## src/rtl/cla_serial_adder.sv

```systemverilog
// Serial WIDTH-bit adder: one 4-bit carry-lookahead slice is reused for one nibble per clock, LSB nibble first.
// Result, carry, overflow and whole-word propagate/generate are registered once the last nibble is done.

module cla_4bit (
  input  logic [3:0] a,
  input  logic [3:0] b,
  input  logic       cin,
  output logic [3:0] sum,
  output logic       cout,
  output logic       pg,
  output logic       gg
);
  logic [3:0] p, g, c;

  always_comb begin
    p    = a ^ b;
    g    = a & b;
    c[0] = cin;
    c[1] = g[0] | (p[0] & cin);
    c[2] = g[1] | (p[1] & g[0]) | (p[1] & p[0] & cin);
    c[3] = g[2] | (p[2] & g[1]) | (p[2] & p[1] & g[0]) | (p[2] & p[1] & p[0] & cin);
    pg   = &p;
    gg   = g[3] | (p[3] & g[2]) | (p[3] & p[2] & g[1]) | (p[3] & p[2] & p[1] & g[0]);
    cout = gg | (pg & cin);
    sum  = p ^ c;
  end
endmodule

module cla_serial_adder #(
  parameter int WIDTH = 16
) (
  input  logic             clk,
  input  logic             rst,
  input  logic             start,
  input  logic [WIDTH-1:0] a,
  input  logic [WIDTH-1:0] b,
  input  logic             cin,
  output logic             busy,
  output logic             done,
  output logic [WIDTH-1:0] sum,
  output logic             cout,
  output logic             ovf,
  output logic             pg,
  output logic             gg
);
  localparam int NIB = WIDTH / 4;
  localparam int IW  = (NIB > 1) ? $clog2(NIB) : 1;

  generate
    if ((WIDTH % 4) != 0 || WIDTH < 4) begin : g_bad_width
      $error("cla_serial_adder: WIDTH must be a multiple of 4 and at least 4");
    end
  endgenerate

  typedef enum logic [1:0] {IDLE, BUSY, DONE} state_t;
  state_t state, state_nxt;

  logic [WIDTH-1:0] a_lat, b_lat, sum_int, sum_nxt;
  logic [IW-1:0]    idx;
  logic             carry, pg_acc, gg_acc;
  logic [3:0]       nib_sum;
  logic             nib_cout, nib_pg, nib_gg;
  logic             accept, last;

  cla_4bit u_cla (
    .a    (a_lat[4*idx +: 4]),
    .b    (b_lat[4*idx +: 4]),
    .cin  (carry),
    .sum  (nib_sum),
    .cout (nib_cout),
    .pg   (nib_pg),
    .gg   (nib_gg)
  );

  assign accept = start && (state == IDLE || state == DONE);
  assign last   = (state == BUSY) && (idx == IW'(NIB - 1));
  assign busy   = (state == BUSY);
  assign done   = (state == DONE);

  always_ff @(posedge clk) begin
    if (rst) state <= IDLE;
    else     state <= state_nxt;
  end

  always_comb begin
    state_nxt = state;
    sum_nxt   = sum_int;
    sum_nxt[4*idx +: 4] = nib_sum;
    case (state)
      IDLE:    if (start) state_nxt = BUSY;
      BUSY:    if (last)  state_nxt = DONE;
      DONE:    state_nxt = start ? BUSY : IDLE;
      default: state_nxt = IDLE;
    endcase
  end

  always_ff @(posedge clk) begin
    if (rst) begin
      a_lat   <= '0;
      b_lat   <= '0;
      sum_int <= '0;
      idx     <= '0;
      carry   <= 1'b0;
      pg_acc  <= 1'b0;
      gg_acc  <= 1'b0;
      sum     <= '0;
      cout    <= 1'b0;
      ovf     <= 1'b0;
      pg      <= 1'b0;
      gg      <= 1'b0;
    end else if (accept) begin
      a_lat  <= a;
      b_lat  <= b;
      carry  <= cin;
      idx    <= '0;
      pg_acc <= 1'b1;
      gg_acc <= 1'b0;
    end else if (state == BUSY) begin
      sum_int <= sum_nxt;
      carry   <= nib_cout;
      pg_acc  <= pg_acc & nib_pg;
      gg_acc  <= nib_gg | (nib_pg & gg_acc);
      // idx stops at the last nibble rather than wrapping
      if (!last) idx <= idx + 1'b1;
      if (last) begin
        sum  <= sum_nxt;
        cout <= nib_cout;
        pg   <= pg_acc & nib_pg;
        gg   <= nib_gg | (nib_pg & gg_acc);
        ovf  <= (a_lat[WIDTH-1] == b_lat[WIDTH-1]) && (nib_sum[3] != a_lat[WIDTH-1]);
      end
    end
  end
endmodule

```

## config.mk

```make
export PLATFORM = sky130hd
export DESIGN_NAME = cla_serial_adder
export DESIGN_NICKNAME = d
export VERILOG_FILES = /design/src/rtl/cla_serial_adder.sv
export SDC_FILE = /design/constraint.sdc
export NUM_CORES = 1
export LEC_CHECK = 0
export BUFFER_PORTS_ARGS = -buffer_cell sky130_fd_sc_hd__buf_2
export CAP_MARGIN = 15
export CORE_ASPECT_RATIO = 0.7
export CORE_MARGIN = 4
export CORE_UTILIZATION = 35
export DETAILED_ROUTE_END_ITERATION = 6
export GPL_ROUTABILITY_DRIVEN = 1
export HOLD_SLACK_MARGIN = 0.02
export SLEW_MARGIN = 40
export SYNTH_ARGS = -nofsm -noshare
export SYNTH_HDL_FRONTEND = slang
export SYNTH_SLANG_ARGS = --single-unit
export TNS_END_PERCENT = 30
```

## constraint.sdc

```tcl
create_clock -name clk -period 3.88 [get_ports clk]
set_input_delay 0.776 -clock clk [delete_from_list [all_inputs] [get_ports clk]]
set_output_delay 0.776 -clock clk [all_outputs]
set_load 0.01 [all_outputs]
```

# [Word-level counts from Yosys, hierarchy flattened]
# Index checks and enable logic that the tools add are counted.
[word_totals] reg_bits=75 inputBits=36 word_cells=80
[op_classes] n_addsub=2 eq_ne=7 n_shift=4 muxes=9 bitwise_logic=33 reduce_logical=12
[ops] op="4-bit negator with 34-bit output" count=1
[ops] op="4-bit by 34-bit variable shift with 16-bit output (first input constant)" count=1
[ops] op="4-bit by 34-bit indexed part select with 16-bit output" count=1
[ops] op="16-bit by 5-bit indexed part select with 4-bit output" count=2
[ops] op="1-bit AND" count=17
[ops] op="16-bit bitwise mux" count=1
[ops] op="1-bit OR" count=11
[ops] op="4-bit XOR" count=2
[ops] op="2-bit one-hot mux with 3 select lines" count=1
[ops] op="2-bit AND reduction" count=3
[ops] op="1-bit two-way mux" count=5
[ops] op="4-bit AND" count=1
[ops] op="2-bit == test (second input constant)" count=2
[ops] op="2-bit two-way mux" count=2
[ops] op="4-bit AND reduction" count=1
[ops] op="1-bit logical AND" count=3
[ops] op="3-bit AND reduction" count=1
[ops] op="2-bit by 1-bit adder with 2-bit output (second input constant)" count=1
[ops] op="2-bit by 1-bit == test with 1-bit output (second input constant)" count=1
[ops] op="2-bit zero test" count=1
[ops] op="2-bit by 1-bit inequality test with 1-bit output (second input constant)" count=1
[ops] op="2-bit inequality test (second input constant)" count=1
[ops] op="1-bit NOT" count=2
[ops] op="2-bit nonzero test" count=1
[ops] op="other kinds (4)" count=4

# [Depth between registers and ports, before layout]
[logic_depth] ltp_word=9 depth_mapped=8 mapped_depth_nobuf=6

# [Cells and area by module]
# Synthesis repeated with hierarchy kept, for this count alone.
[hier_totals] hier_cells=378 hier_area_um2=3334.4
[by_module_without_submodules] mod="cla_serial_adder" instances=1 cells_each=356 area_per_inst_um2=3151.8 seq_area_each_um2=1501.4
[by_module_without_submodules] mod="cla_4bit" instances=1 cells_each=22 area_per_inst_um2=182.7 seq_area_each_um2=0.0

# [Worst setup path after synthesis]
# OpenSTA, ideal clock, no wires.
[synth_path] path_kind="flip-flop to flip-flop" startpoint="reg idx[0]" endpoint="reg ovf" setup_time_ns=0.120 arrival_ns=2.567 required_ns=3.760 setup_slack_ns=1.193 stages_incl_launch_ff=9 path_buffers=2 path_cell_list="dfxtp_1 -> buf_2 -> mux4_2 -> ha_1 -> buf_2 -> a21oi_2 -> nand4_1 -> nor4b_1 -> o31a_1"
[synth_between] elab_chain_cells=9 word_cells_on_any_way=18 cone_classes="eq/ne: 2; shift: 2; bitwise: 11; reduce/logical: 3"
[synth_rtl] element="start, declared" line="59" source="logic [IW-1:0] idx;"
[synth_rtl] element="start signal, assigned" line="124" source="if (!last) idx <= idx + 1'b1;"
[synth_rtl] element="16-bit by 5-bit indexed part select with 4-bit output, on equally long branches" line="66, 67"
[synth_rtl] element="4-bit XOR / 4-bit AND (equally long branches)" line="16, 17"
[synth_rtl] element="1-bit AND" line="21" source="c[3] = g[2] | (p[2] & g[1]) | (p[2] & p[1] & g[0]) | (p[2] & p[1] & p[0] & cin);"
[synth_rtl] element="1-bit OR / 1-bit AND (equally long branches) (2 in series)" line="21"
[synth_rtl] element="1-bit OR" line="21"
[synth_rtl] element="4-bit XOR" line="25" source="sum = p ^ c;"
[synth_rtl] element="1-bit inequality test" line="130" source="ovf <= (a_lat[WIDTH-1] == b_lat[WIDTH-1]) && (nib_sum[3] != a_lat[WIDTH-1]);"
[synth_rtl] element="1-bit logical AND" line="130"
[synth_rtl] element="end signal, assigned" line="130"
[synth_rtl] element="end, declared" line="42" source="output logic ovf,"
# Parallel ways exist; a longest one is shown, timed or not.
# A chain may end at the register's enable or synchronous reset.

# [Worst setup path in the final report]
# Ends and elaborated chain as after synthesis.

==> summary.txt <==
Synthesis
  • Synth Warn #: 0
  • EDFF count, synth: 0
  • Post-Syn Area per Cell: 8.68 µm²
  • Synth Area in XOR/XNOR: 0.786%
  • Synth Area in Simple Gates: 18.5%
  • Synth async-reset ratio: 0%
  • Distinct cells, synth: 43
  • Ys flop type: dfxtp_1
  • Dominant cells by area after synthesis: dfxtp_1 45%, nand2_1 9.0%, a21oi_1 7.3%
  • Post-synthesis mux area share: 5.69%
  • #FFs+latches synth: 75
  • Cells after Synth: 385
  • Syn Nets: 433
  • Largest family of logic cells by synthesized area: compound AO/OA/AOI/OAI gates
  • Cell with the most instances after synthesis: nand2_1
  • Adder-Cell Fraction of Synth Area: 4.72%
  • Proportion of netlist area held by the largest area contributor: 44.9%
  • Cell type with the largest total area after synthesis: dfxtp_1
  • Sequential area share after synthesis: 44.9%
  • Mapped cell area: 3340 µm²
  • Commonest cells in the synthesized netlist: 80 x nand2_1, 75 x dfxtp_1, 49 x a21oi_1
  • Synth Area in Compound Gates: 20.9%

Floorplan
  • Initial Util: 36.4%
  • Core ar.: 9180 µm²
  • Full die area: 11200 µm²
  • Die height: 89.8 µm
  • Die Wd: 125 µm
  • IO Count: 58
  • Num rows: 29

STA
  • Clock Skew: 0.00545 ns
  • RSZ-0062 raised after global routing: no
  • Worst Tran Pin Value: 0.639 ns
  • Final Setup Violations: 0
  • Max Slew Vio Count: 0
  • Setup TNS: 0 ns
  • Max Fclk: 351 MHz
  • Minimum clock period: 2.85 ns
  • Slew HR: 57.4%
  • Hold Vio Cnt, Final: 0
  • Final period utilization: 73.4%

Clocking
  • Root Buffer: clkbuf_16
  • Post-CTS Setup Inserts: 0
  • H-tree Lvls: 3
  • TritonCTS clock tree: yes
  • Hold_buf cts: 0
  • CTS Buf Count: 9
  • Clock tree buffer depth: 2
  • Total clock sinks: 75
  • Clock transition at the registers of the reported paths: 0.05 ns
  • Post-CTS Resized: 0
  • Worst-Skew Late Latency: 0.33 ns

Pwr
  • Leakage power total: 1.58 nW
  • Total power: 1.83 mW
  • Psw: 0.454 mW
  • Switching share of power: 24.8%
  • Power per cell area: 460 nW/µm²
  • Power share of the sequential group: 45.5%
  • Cell-internal power: 1.38 mW
  • Worst vdd ir: 0.234 mV
  • Logic pwr share: 11.4%
  • Clock power frac: 43.2%

Detailed routing
  • Detailed router's first-iteration violation count: 201
  • Vias: 2855
  • Routed Antenna Nets: 0
  • Drt drc: 0
  • Via/cell ratio: 5.13
  • Routed len/inst: 15.3 µm
  • Final WL: 8510 µm
  • TritonRoute pass-1 iters: 4

Run status
  • Status: complete, no violations

Final layout
  • # diodes: 0
  • Finished Layout Cells: 557
  • Share of layout cells above drive strength 1: 20.8%
  • Filler instances: 927
  • Layout net count: 477
  • P&R area growth vs syn: 19.2%

Worst hold path
  • HP Class: reg2reg

Placed design
  • IO Port Bufs: 57
  • RePlAce Congestion: 0.826
  • Placed insts: 542
  • Post-DP HPWL: 6140 µm

Setup path
  • Crit path required time: 4.09 ns
  • Crit Path Category: reg2reg
  • WP data arrival: 3.06 ns
  • CP startpoint kind: register
  • CP endpoint kind: register
  • Crit Path Max Fanout: 18

Global route
  • First-pass GRT wire length: 14300 µm
  • Total track usage: 15.6%
  • Vias in the first global route: 2778
  • Gr ovfl total: 0
  • Number of antenna violations at the first check in global routing: 0
  • Largest net degree at the start of global routing: 37

Run
  • Max-cap viol count: 0
-- stage by stage --
stage,area [µm²],setup WS (ns),hold slack (ns),util [%]
2_1_floorplan,3340,1.19,0.433,-
3_3_place_gp,3700,0.814,0.440,40.4
3_5_place_dp,3710,1.05,0.449,40.4
4_1_cts,3990,1.03,0.458,43.4
5_1_grt,3990,0.799,0.480,43.4
6_report,3990,1.03,0.454,43.4
-- registers in the layout, indices dropped and copies added (netlist names), 2 cells and up --
| signal | count |
|---|---|
| a_lat | 16 |
| b_lat | 16 |
| idx | 2 |
| state | 2 |
| sum | 16 |
| sum_int | 16 |
-- power groups by stage --
stage,combinational [mW],clock [mW],sequential [mW]
after floorplan,0.155,0,0.836
after global placement,0.203,0,0.849
after detailed placement,0.207,0,0.849
after CTS,0.208,0.807,0.833
after global routing,0.235,0.840,0.838
final,0.208,0.791,0.833
-- final timing paths --
kind,startpoint,endpoint,slack [ns],depth (start not counted)
max,idx[0],ovf,1.03,6
min,a_lat[11],a_lat[11],0.45,2
max reg2reg,idx[0],ovf,1.03,6
min reg2reg,a_lat[11],a_lat[11],0.45,2
-- final cells by class --
cell class	count	area (µm²)	area share, %
Sequential cell	75	1500	37.7
Tap cell	124	155	3.89
Clock buffer	12	236	5.93
Clock inverter	3	40.0	1.00
Timing Repair Buffer	61	315	7.91
Inverter	10	37.5	0.942
Multi-Input combinational cell	272	1700	42.6
-- placed cells by master (no fill, tap or decap), drive strengths merged, types with 2 or more instances in the layout --
cell     netlist  routed
nand2b         2       2
ha            11      11
a2111oi        4       4
nand4          2       2
buf            9      61
nor4b          2       2
nand2         80      80
dfxtp         75      75
o21ai         14      14
nor2b          6       6
clkinv         0       2
a21oi         50      50
nor2          27      27
o31ai          2       2
a221oi         2       2
a22oi          6       6
nand3          4       4
nor3           6       6
a21o           2       2
clkbuf        19      12
a32oi          6       6
o32ai          3       3
mux4           8       8
xnor2          2       2
inv           10      10
a211oi        18      18
nand4bb        2       2
-- worst max-delay path: stages (launching register included) --
cell and delay [ns]:
dfxtp_2 0.64, mux4_2 0.58, ha_1 0.43, a21oi_2 0.25, nand4_1 0.33, nor4b_1 0.27, o31a_1 0.24
-- cell families (layout without fill, tap and decap cells) --
family                   count (synthesis)  in the layout
AO/OA/AOI/OAI                          111            111
adder cells (fa/ha/maj)                 12             12
AND/OR/NAND/NOR                        137            137
multiplexers                             9              9
XOR/XNOR                                 3              3
buffers and inverters                   38             86
flip-flops                              75             75
-- per-layer routing --
layer / track usage [%] / vias to the layer above / part of all wire (%)
met5: 0 / - / 0
met3: 5.15 / 8 / 7.8
met1: 24.3 / 1299 / 53
li1: - / 1453 / -
met2: 20.2 / 95 / 38
met4: 4.06 / 0 / 1.1
Note: power is estimated with default switching activity, not from simulation.
